==> src/rtl/mem_arbiter6502.sv <==
// Single-port RAM arbiter for system6502: sequences the 6502 reset release, then
// shares memory between the CPU (priority) and a DMA requester with bounded wait.
module mem_arbiter6502 #(
   parameter int RESET_CYCLES = 10,
   parameter int MAX_STREAK   = 4,
   parameter int ADDR_WIDTH   = 16,
   parameter int DATA_WIDTH   = 8
) (
   input  logic                  clk,
   input  logic                  reset,
   output logic                  cpu_reset,
   input  logic [ADDR_WIDTH-1:0] cpu_addr,
   input  logic                  cpu_we,
   input  logic [DATA_WIDTH-1:0] cpu_wdata,
   output logic                  cpu_rdy,
   output logic [DATA_WIDTH-1:0] cpu_rdata,
   input  logic                  dma_req,
   input  logic                  dma_halt,
   input  logic [ADDR_WIDTH-1:0] dma_addr,
   input  logic                  dma_we,
   input  logic [DATA_WIDTH-1:0] dma_wdata,
   output logic                  dma_ack,
   output logic                  dma_rvalid,
   output logic [DATA_WIDTH-1:0] dma_rdata,
   output logic [ADDR_WIDTH-1:0] mem_addr,
   output logic                  mem_we,
   output logic [DATA_WIDTH-1:0] mem_wdata,
   input  logic [DATA_WIDTH-1:0] mem_rdata
);

   localparam int HOLD_W   = (RESET_CYCLES > 1) ? $clog2(RESET_CYCLES + 1) : 1;
   localparam int STREAK_W = (MAX_STREAK > 0) ? $clog2(MAX_STREAK + 1) : 1;

   localparam logic [HOLD_W-1:0]   HOLD_LAST  = HOLD_W'(RESET_CYCLES - 1);
   localparam logic [STREAK_W-1:0] STREAK_MAX = STREAK_W'(MAX_STREAK);

   typedef enum logic [1:0] {
      HOLD = 2'd0,
      RUN  = 2'd1,
      HALT = 2'd2
   } state_t;

   state_t              state, state_next;
   logic [HOLD_W-1:0]   hold_cnt, hold_next;
   logic [STREAK_W-1:0] streak, streak_next;
   logic                dma_turn;

   // Saturating increment keeps the streak inside 0..MAX_STREAK.
   function automatic logic [STREAK_W-1:0] streak_inc(input logic [STREAK_W-1:0] s);
      if (s == STREAK_MAX) begin
         return s;
      end
      return s + 1'b1;
   endfunction

   assign dma_turn = dma_req && (streak == STREAK_MAX);

   always_ff @(posedge clk) begin
      if (reset) begin
         state      <= HOLD;
         hold_cnt   <= '0;
         streak     <= '0;
         dma_rvalid <= 1'b0;
      end else begin
         state      <= state_next;
         hold_cnt   <= hold_next;
         streak     <= streak_next;
         dma_rvalid <= dma_ack & ~dma_we;
      end
   end

   always_comb begin
      state_next  = state;
      hold_next   = hold_cnt;
      streak_next = streak;
      case (state)
         HOLD: begin
            if (hold_cnt == HOLD_LAST) begin
               state_next = RUN;
               hold_next  = '0;
            end else begin
               hold_next = hold_cnt + 1'b1;
            end
         end
         RUN: begin
            // A pending request lengthens the CPU streak; the DMA slot resets it.
            if (dma_turn || !dma_req) begin
               streak_next = '0;
            end else begin
               streak_next = streak_inc(streak);
            end
            if (dma_halt) begin
               state_next = HALT;
            end
         end
         HALT: begin
            streak_next = '0;
            if (!dma_halt) begin
               state_next = RUN;
            end
         end
         default: begin
            state_next  = HOLD;
            hold_next   = '0;
            streak_next = '0;
         end
      endcase
   end

   always_comb begin
      cpu_reset = 1'b0;
      cpu_rdy   = 1'b0;
      dma_ack   = 1'b0;
      mem_addr  = cpu_addr;
      mem_we    = 1'b0;
      mem_wdata = cpu_wdata;
      case (state)
         HOLD: begin
            cpu_reset = 1'b1;
         end
         RUN: begin
            if (dma_turn) begin
               dma_ack   = 1'b1;
               mem_addr  = dma_addr;
               mem_we    = dma_we;
               mem_wdata = dma_wdata;
            end else begin
               cpu_rdy = 1'b1;
               mem_we  = cpu_we;
            end
         end
         HALT: begin
            if (dma_req) begin
               dma_ack   = 1'b1;
               mem_addr  = dma_addr;
               mem_we    = dma_we;
               mem_wdata = dma_wdata;
            end
         end
         default: begin
            cpu_reset = 1'b1;
         end
      endcase
   end

   // Synchronous RAM: read data belongs to the address granted one clock earlier.
   assign cpu_rdata = mem_rdata;
   assign dma_rdata = mem_rdata;

endmodule

==> config.mk <==
export PLATFORM = sky130hd
export DESIGN_NAME = mem_arbiter6502
export DESIGN_NICKNAME = d
export VERILOG_FILES = /design/src/rtl/mem_arbiter6502.sv
export SDC_FILE = /design/constraint.sdc
export NUM_CORES = 1
export LEC_CHECK = 0
export BUFFER_PORTS_ARGS = -buffer_cell sky130_fd_sc_hd__buf_2
export CAP_MARGIN = 20
export CORE_ASPECT_RATIO = 1.25
export CORE_MARGIN = 5
export CORE_UTILIZATION = 31
export CTS_CLUSTER_SIZE = 30
export DETAILED_ROUTE_END_ITERATION = 6
export PLACE_DENSITY = 0.86
export SYNTH_ARGS = -nofsm -noshare
export SYNTH_HDL_FRONTEND = slang
export SYNTH_SLANG_ARGS = --single-unit
==> constraint.sdc <==
create_clock -name clk -period 1.4 [get_ports clk]
set_input_delay 0.14 -clock clk [delete_from_list [all_inputs] [get_ports clk]]
set_output_delay 0.14 -clock clk [all_outputs]
set_load 0.02 [all_outputs]
# After elaboration in Yosys (flattened, before gate mapping)
# Index checks and enable logic that the tools add are counted.
dict set report word_totals {
  ff_bits 10
  word_cells 51
}
dict set report classes {
  addsub 2
  n_eq_ne 8
  mux 27
  bitwise 3
  reduce_logical 7
}
# cell count
set op_table {}
lappend op_table {{16-bit 2-to-1 mux} 2}
lappend op_table {{16-bit case mux with 2 select lines} 1}
lappend op_table {{8-bit 2-to-1 mux} 2}
lappend op_table {{8-bit case mux with 2 select lines} 1}
lappend op_table {{1-bit 2-to-1 mux} 10}
lappend op_table {{4-bit case mux with 2 select lines} 1}
lappend op_table {{2-bit 2-to-1 mux} 3}
lappend op_table {{3-bit 2-to-1 mux} 2}
lappend op_table {{2-bit inequality test (second input constant)} 3}
lappend op_table {{2-bit case mux with 3 select lines} 1}
lappend op_table {{3-bit case mux with 2 select lines} 1}
lappend op_table {{4-bit by 1-bit adder with 4-bit output (second input constant)} 1}
lappend op_table {{4-bit == test (second input constant)} 1}
lappend op_table {{4-bit 2-to-1 mux} 1}
lappend op_table {{4-bit inequality test (second input constant)} 1}
lappend op_table {{1-bit case mux with 2 select lines} 2}
lappend op_table {{3-bit by 1-bit adder with 3-bit output (second input constant)} 1}
lappend op_table {{3-bit == test (second input constant)} 1}
lappend op_table {{3-bit AND reduction} 1}
lappend op_table {{2-bit by 1-bit == test with 1-bit output (second input constant)} 1}
lappend op_table {{2-bit == test (second input constant)} 1}
lappend op_table {{2-bit logical NOT} 1}
lappend op_table {{1-bit NOT} 2}
lappend op_table {{2-bit AND reduction} 1}
lappend op_table {{other kinds (5)} 5}

# Logic depth before layout (Yosys ltp)
# Gate-level depths: netlist of run 1.
dict set report logic_depth {
  ltp_word 8
  ltp_mapped 7
  depth_no_buf 6
}

# Least setup slack after synthesis of run 1
# OpenSTA, ideal clock, no wires.
dict set report synth_path {
  path_kind {register -> output}
  from {register state[1]}
  to {output port mem_addr[0]}
  arrival_time_ns 1.543
  setup_slack_ns -0.283
  path_stages_with_launch 8
  path_buffers 2
  cell_sequence {dfxtp_1 inv_1 ha_1 buf_4 nand2_1 nor2_4 buf_6 a22o_1}
}
dict set report synth_via {
  elab_chain_len 2
  elab_cells_between_ends 3
}
# item line
set synth_rtl {}
lappend synth_rtl {{start: declaration} 43} ;# state_t state, state_next;
lappend synth_rtl {{start signal: assignment} 65} ;# state <= state_next;
lappend synth_rtl {{2-bit == test or 2-bit by 1-bit == test with 1-bit output (tied branches)} 117} ;# case (state)
lappend synth_rtl {{16-bit case mux with 2 select lines *} 117}
lappend synth_rtl {{end: declaration} 25} ;# output logic [ADDR_WIDTH-1:0] mem_addr,
# Every way passes the cells marked *; elsewhere a longest branch is shown, timed or not.

# Worst setup path in the final report of run 1
dict set report layout_path {
  from {register state[0]}
  to {output port mem_addr[6]}
}
# Same word-level chain as after synthesis.

==> flow_metrics.tcl, run 1 <==
set metrics [dict create \
    synthTopCellsByArea "a22o_1, dfxtp_1, buf_4" \
    ff2ff_path_depth 9 \
    core_mm2 0.00317 \
    hpwl_mm 3.01 \
    clk_path_buf_depth 2 \
    maxSlewViolCount 0 \
    hold_violations 0 \
    hp-class "input port to register" \
    gp_congestion 0.912 \
    setup.worst_path.class "register to primary output" \
    syn_to_final_growth_pct 120 \
    peakVddDrop_mv 0.942 \
    cp_max_fo 12 \
    grt_pass1_wl_mm 6.48 \
    yosys_warnings 0 \
    r2r-start "state[0]" \
    insertion_delay_ns 0.23 \
    final_nets 283 \
    timing.hold.ws_ns 0.108 \
    max_clock_freq_ghz 0.520 \
    cts_tree "yes" \
    fin_crit_ns 1.92 \
    dp.cells 232 \
    die_h_um 73.5 \
    worstMarginPinSlew_ns 0.257 \
    drcViolationCount 0 \
    grt_pass1_vias 1434 \
    rows 23 \
    r2r-end "hold_cnt[3]" \
    drt-initial-drc-count 18 \
    fin_cells 247 \
    antenna_found_initial 0 \
    cap_violations 0 \
    via_per_inst 5.06 \
    ant_nets 0 \
    worst_slack_ns -0.521 \
    cts-root-buf "clkbuf_8" \
    io_buffers 82 \
    synth_top_area_cell "a22o_1" \
    slew_headroom_pct 82.8 \
    cp_data_arrival_time_ns 1.78 \
    die_area_mm2 0.00447 \
    ys_seq_elements 10 \
    firstDrtPassIters 4 \
    period_share_pct 137 \
    initial_utilization_pct 31.6 \
    holdPathEnd "dma_rvalid" \
    synth_nets 186 \
    dr_total_vias 1249 \
    ioPinCount 107 \
    fin_skew_ns 0.00471 \
    seq_area_frac_synth_pct 20.0 \
    drt_wl_total_mm 4.39 \
    rsz0062_at_grt "true" \
    final_cell_mix "buf_2, buf_6, a22o_4" \
    cts_made_buffers 3 \
    avgSynthCellArea_um2 8.69 \
    layout-drive-gt1-share_pct 84.3 \
    synthDistinctLibCells 31 \
    regToRegSetupSlack_ns -0.12 \
    tns_ns -13.63 \
    violations "negative setup slack" \
    start_kind "register" \
    diodes 0 \
    final_core_util_pct 69.5 \
    htree_levels 1 \
    p_leak_uw 0.00108 \
    cts.hold.buffers_added 0 \
    grt_max_degree 26 \
    run_status "finished, violations left" \
    min_path_cells 2 \
    setup_violations 35 \
    grt.total_usage_pct 19.4 \
    netlist_area_um2 1000 \
    gr-total-overflow 0 \
    hold_path.startpoint "dma_we" \
    die_x_um 60.8 \
    power.total_uw 3200 \
    yosysTopAreaCellShare_pct 21.0 \
    wl_per_cell_um 17.8 \
    cts.sinks 10 \
    critPathRequiredTime_ns 1.26 \
    powerDensity_mw_per_mm2 1460 \
    path_clk_slew_ns 0.05 \
    end_kind "primary output" \
    synth_cells 115 \
    final_common_cell "buf_2" \
]
==> synth_stat cells <==
cell type  count
a31oi_2        1
buf_6          2
nor3_1         2
nor2b_1        3
nand2_1        4
and2_1         1
buf_4         19
nand3b_1       1
a21oi_1        4
nor2_2         1
nand3b_4       1
a221oi_2       1
o21ai_2        1
nand4_1        1
a32o_1         1
nor4_1         1
clkbuf_1       1
ha_1           9
a32oi_1        1
or2_2          1
dfxtp_1       10
mux2i_1        1
nor2_1        10
a22o_1        24
o31ai_1        1
xnor2_1        1
o21ai_0        1
nor2_4         1
a31oi_1        1
inv_1          7
xor2_1         2
==> cell families after synthesis <==
group / synth area share [%]
AO/OA/AOI/OAI: 30.4
multiplexers: 1.00
XOR/XNOR: 2.63
buffers and inverters: 19.5
flip-flops: 20.0
AND/OR/NAND/NOR: 15.1
adder cells (fa/ha/maj): 11.3
==> flip-flops by register name (all words and copies together), names as in the netlist <==
signal	count
hold_cnt	4
streak	3
state	2
dma_rvalid	1
==> area by class of cell <==
type                    instances  area, um^2
clock buffers                   3        41.3
fillers                       237         965
inverters                       7        33.8
multi-input cells              76         950
flip-flops and latches         10         210
well taps                      37        46.3
repair buffers                114         920
==> worst max path at each step <==
stage	from	endpoint	slack (ns)	depth (start not counted)
after floorplan	state[1]	mem_we	-0.14	7
after global placement	streak[0]	mem_wdata[7]	-0.26	7
after detailed placement	streak[0]	mem_wdata[7]	-0.31	7
after CTS	state[0]	mem_addr[13]	-0.46	8
after global routing	state[0]	mem_we	-0.58	9
final	state[0]	mem_addr[6]	-0.52	8
==> report_power, final <==
group / internal, uW / switching, uW / total [uW] / leakage, uW
registers: 339 / 37.0 / 376 / 0.0000838
logic: 1390 / 1140 / 2530 / 0.000979
clock network: 188 / 107 / 295 / 0.0000216
total: 1920 / 1280 / 3200 / 0.00108
==> worst max-delay path: stages, from the launching register on <==
cell and delay, ns:
dfxtp_4 0.36, inv_4 0.05, buf_6 0.11, ha_4 0.28, nand2_4 0.06, nor2_4 0.21, clkbuf_16 0.23, a22o_4 0.14
buf_6 0.11
==> metrics by stage <==
step,cell area (um^2),setup WS (ns)
2_1_floorplan,1210,-0.141
3_5_place_dp,1660,-0.307
4_1_cts,2090,-0.457
6_report,2200,-0.521
3_3_place_gp,1660,-0.260
5_1_grt,2200,-0.583
==> metal layers <==
layer / share of wire, % / track usage [%]
met5: 0 / 0
met4: 1.6 / 5.30
met3: 11 / 7.73
met2: 57 / 37.9
met1: 31 / 17.7
==> what timing repair did <==
action | CTS | global route
cloned | 0 | 2
resized for setup | 93 | 16
pin swaps | 10 | 15
endpoints found under the setup margin | 34 | 37
buffers inserted | 12 | 3
(Power assumes the default switching activity.)
==> run 2: changes to the inputs <==
- GPL_ROUTABILITY_DRIVEN: not set -> 0
- GPL_TIMING_DRIVEN: not set -> 0
==> run 2 against run 1 <==
The run still ends with negative setup slack left. Via count grew 6.2%. Clock-buffer cell count grew 1. Non-clock buffer count grew 21. Clock power grew 24%. Clock skew shrank 0.00057 ns. Final cell count grew 8.9%. Die area is the same.
==> flow_metrics.tcl, run 2 (synthesis results as in run 1) <==
set metrics [dict create \
    fillers 213 \
    cts.sinks 10 \
    ff2ff_path_depth 6 \
    layout-drive-gt1-share_pct 80.2 \
    period_share_pct 136 \
    cts-root-buf "clkbuf_8" \
    antenna_found_initial 0 \
    path_clk_slew_ns 0.05 \
    syn_to_final_growth_pct 130 \
    cp_max_fo 5 \
    cts.hold.buffers_added 0 \
    cp_data_arrival_time_ns 1.76 \
    drt-initial-drc-count 53 \
    die_area_mm2 0.00447 \
    die_h_um 73.5 \
    fin_crit_ns 1.90 \
    setup_violations 30 \
    fin_skew_ns 0.00414 \
    hold_violations 0 \
    multi_input_area_um2 902 \
    cts_made_buffers 3 \
    setup.worst_path.class "register to primary output" \
    grt_pass1_vias 1425 \
    ioPinCount 107 \
    path_cells "inv_6, ha_4, a31oi_4, nor2_4, buf_12, buf_16, a22o_4, buf_6" \
    p_leak_uw 0.00118 \
    die_x_um 60.8 \
    diodes 0 \
    max_clock_freq_ghz 0.525 \
    worstMarginPinSlew_ns 0.375 \
    critPathRequiredTime_ns 1.26 \
    timing.hold.ws_ns 0.0991 \
    drt_wl_total_mm 4.50 \
    cts_tree "yes" \
    end_kind "primary output" \
    hpwl_mm 3.11 \
    final_cell_mix "buf_2, buf_6, buf_4" \
    wl_per_cell_um 16.7 \
    rows 23 \
    final_nets 304 \
    clk_path_buf_depth 2 \
    grt.total_usage_pct 19.9 \
    peakVddDrop_mv 1.01 \
    start_kind "register" \
    via_per_inst 4.93 \
    worst_slack_ns -0.504 \
    final_common_cell "buf_2" \
    insertion_delay_ns 0.24 \
    powerDensity_mw_per_mm2 1350 \
    top_register "hold_cnt" \
    largest_reg_flops 4 \
    run_status "finished, violations left" \
    dr_total_vias 1326 \
    final_core_util_pct 72.5 \
    reg.largest.list "hold_cnt: 4 flops, streak: 3 flops, state: 2 flops" \
    core_mm2 0.00317 \
    initial_utilization_pct 31.6 \
    rsz0062_at_grt "true" \
    htree_levels 1 \
    slowest_stage "dfxtp_4" \
    violations "negative setup slack" \
    min_path_cells 2 \
    cap_violations 0 \
    drcViolationCount 0 \
    firstDrtPassIters 4 \
    io_buffers 97 \
    ant_nets 0 \
    maxSlewViolCount 0 \
    gr-total-overflow 0 \
    seqCellArea_um2 210 \
    slowest_delay_ns 0.39 \
    hp-class "input port to register" \
    slew_headroom_pct 75.0 \
    grt_max_degree 11 \
    grt_pass1_wl_mm 6.63 \
]
[run 2: critical path: cells and delay by family, from the launching register on]
kind / cells / cell delay, ns
compound gates: 2 / 0.43
fa+ha+maj: 1 / 0.18
buf+inv: 4 / 0.45
flops: 1 / 0.39
simple gates: 1 / 0.07
[run 2: timing repair]
item / CTS / global route
endpoints found under the setup margin: 29 / 34
gates cloned: 2 / 1
pin swaps: 30 / 4
gates resized for setup: 82 / 15
buffers inserted: 9 / 6
[run 2: power by group]
| part | internal (uW) | total (uW) | switching, uW |
|---|---|---|---|
| Sequential | 339 | 405 | 66.2 |
| Combinational | 1260 | 2340 | 1070 |
| Clock | 248 | 366 | 118 |
| Total | 1850 | 3110 | 1260 |
[run 2: path summary, 6_finish.rpt]
check | startpoint | slack [ns] | to
max reg2reg | state[0] | -0.05 | state[1]
min | dma_we | 0.1 | dma_rvalid
min reg2reg | streak[1] | 0.51 | streak[1]
max | state[0] | -0.50 | mem_addr[10]
[run 2: final cells by class]
cell class,instances,area share (%)
multi-input combinational,76,39.3
inverter,7,1.47
sequential,10,9.16
buffer,21,7.85
clock buffer,4,2.40
tap,37,2.02
timing repair buffer,114,37.8
[run 2: layer usage]
layer	up-vias	global-route usage, %	part of all wire (%)
met5	-	0	0
met4	0	5.78	1.1
met3	5	7.38	10
met2	67	37.9	56
met1	622	19.3	33
li1	632	-	-
[run 2: per-stage QoR]
step                      std cells  instance area [um^2]  setup slack [ns]  TNS (ns)  total power [uW]
final                           269                  2300            -0.504    -12.49              3110
after global routing            269                  2300            -0.554    -14.09              3280
after CTS                       263                  2190            -0.470    -11.90              2890
after detailed placement        249                  1740            -0.445     -9.84              2040
after global placement          249                  1740            -0.444     -9.73              2010
after floorplan                 115                  1210            -0.141     -2.62              1600
==> run 3: changes to the inputs <==
- CORE_ASPECT_RATIO: 1.25 -> not set
- MAX_ROUTING_LAYER: not set -> met4
==> run 3 against run 2 <==
Via count up 5.7%. Highest routed layer unchanged. Total power increased by 3.9%. Hold slack lost 0.051 ns. Final cell count grew 5.2%. Die area down 0.16%. Flip-flop and latch count stayed put. Global-route usage grew 1.3 points. First-iteration DRC count shrank 3.8%. Clock skew up 0.0023 ns. The run still ends with negative setup slack left. Clock-buffer cell count stayed put.
==> flow_metrics.tcl, run 3 (synthesis results as in run 1) <==
set metrics [dict create \
    run_status "finished, violations left" \
    violations "negative setup slack" \
    cp_num_buf_inv 4 \
    dr_total_vias 1402 \
    cts-root-buf "clkbuf_4" \
    cts_tree "yes" \
    slowest_delay_ns 0.38 \
    die_area_mm2 0.00446 \
    path_cells "inv_6, ha_4, buf_6, a21oi_4, o21ai_4, clkbuf_16, a22o_4, buf_6" \
    reg.largest.list "hold_cnt: 4 flops, streak: 3 flops, state: 2 flops" \
    io_buffers 97 \
    worstMarginPinSlew_ns 0.399 \
    hold_violations 0 \
    rsz0062_at_grt "true" \
    p_int_uw 1930 \
    grt.total_usage_pct 21.2 \
    ant_nets 0 \
    worst_slack_ns -0.559 \
    slew_headroom_pct 73.4 \
    ioPinCount 107 \
    swShare_pct 40.3 \
    cp_max_fo 5 \
    fin_area_mm2 0.00237 \
    hold_path.startpoint "dma_we" \
    final_cell_mix "buf_2, buf_6, buf_4" \
    slowest_stage "dfxtp_4" \
    min_path_cells 2 \
    cts_made_buffers 3 \
    firstDrtPassIters 4 \
    largest_reg_flops 4 \
    p_seq_share_pct 12.4 \
    path_clk_slew_ns 0.07 \
    critical-path-top-delay-family "buffers and inverters" \
    start_kind "register" \
    hpwl_mm 3.24 \
    tns_ns -14.34 \
    powerDensity_mw_per_mm2 1360 \
    initial_utilization_pct 32.5 \
    drcViolationCount 0 \
    crit_start "state[1]" \
    drt-initial-drc-count 51 \
    period_share_pct 140 \
    max_clock_freq_ghz 0.510 \
    rows 20 \
    layout-drive-gt1-share_pct 80.8 \
    worst-path-stages 8 \
    die_h_um 66.8 \
    placed_area_mm2 0.00175 \
    cts.sinks 10 \
    top_register "hold_cnt" \
    clk_path_buf_depth 2 \
    grt_max_degree 11 \
    insertion_delay_ns 0.27 \
    fillers 187 \
    cp_data_arrival_time_ns 1.82 \
    hp-class "input port to register" \
    r2r-start "state[1]" \
    peakVddDrop_mv 0.750 \
    final_common_cell "buf_2" \
    regToRegSetupSlack_ns -0.18 \
    maxSlewViolCount 0 \
    end_kind "primary output" \
    syn_to_final_growth_pct 138 \
    drt_wl_total_mm 5.23 \
    final_nets 311 \
    ff2ff_path_depth 8 \
    grt_pass1_vias 1509 \
    setup.worst_path.class "register to primary output" \
    holdPathEnd "dma_rvalid" \
    wl_per_cell_um 18.5 \
    critPathRequiredTime_ns 1.26 \
    p_clk_share_pct 8.2 \
    gr-total-overflow 0 \
    die_x_um 66.8 \
    cts.hold.buffers_added 0 \
    via_per_inst 4.95 \
    dp_slack_ns -0.397 \
    diodes 0 \
    fin_crit_ns 1.96 \
    r2r-end "state[1]" \
    htree_levels 1 \
    core_mm2 0.00308 \
    setup_violations 30 \
    switchingPower_uw 1300 \
    cap_violations 0 \
    p_comb_share_pct 79.3 \
    fin_skew_ns 0.00646 \
    p_leak_uw 0.00122 \
    cp_common_cell "buf_6" \
    antenna_found_initial 0 \
    grt_pass1_wl_mm 6.93 \
]
-- run 3: changes by cell type in the layout (fill, tap and decap cells not counted), moves of 2 or more --
cell | before | now
clkbuf_4 | 0 | 3
buf_6 | 33 | 38
clkbuf_8 | 4 | 1
buf_4 | 24 | 26
-- run 3: stage by stage --
| stage | util, % | hold slack [ns] | power (uW) | cells |
|---|---|---|---|---|
| 5_1_grt | 77.2 | 0.0430 | 3380 | 283 |
| 6_report | 77.2 | 0.0477 | 3230 | 283 |
| 3_3_place_gp | 57.0 | 0.324 | 2020 | 256 |
| 4_1_cts | 71.9 | 0.0497 | 2870 | 274 |
| 2_1_floorplan | - | 0.217 | 1600 | 115 |
| 3_5_place_dp | 57.0 | 0.338 | 2030 | 256 |
-- run 3: layout make-up --
class | count | area, um^2 | share of cell area, %
sequential | 10 | 210 | 8.85
multi-input combinational | 76 | 912 | 38.4
tap | 44 | 55.1 | 2.32
timing repair buffer | 121 | 938 | 39.5
buffer | 21 | 184 | 7.74
clock buffer | 4 | 36.3 | 1.53
inverter | 7 | 38.8 | 1.63
-- run 3: layer usage --
metal / vias up / GRT usage (%) / share of wire (%)
li1: 650 / - / -
met1: 660 / 19.7 / 33
met2: 74 / 40.8 / 57
met3: 18 / 6.75 / 7.8
met4: 0 / 6.60 / 2.5
met5: - / - / 0
-- run 3: worst max path at each step --
| stage | end | slack (ns) |
|---|---|---|
| final | mem_addr[15] | -0.56 |
| after global routing | mem_wdata[1] | -0.62 |
| after CTS | mem_addr[14] | -0.56 |
| after detailed placement | mem_addr[10] | -0.40 |
| after global placement | mem_addr[14] | -0.39 |
| after floorplan | mem_we | -0.14 |
-- run 3: power groups by stage --
stage	Sequential, uW	Combinational [uW]	Clock, uW
2_1_floorplan	378	1220	0
3_3_place_gp	387	1630	0
3_5_place_dp	390	1640	0
4_1_cts	401	2200	269
5_1_grt	407	2690	279
6_report	401	2560	266
-- run 3: what timing repair did --
item | in CTS | in global routing
endpoints found under the hold margin | 0 | 0
cloned | 1 | 2
setup endpoints to repair | 29 | 36
resized for setup | 80 | 24
pin swaps | 19 | 8
setup buffers | 14 | 9
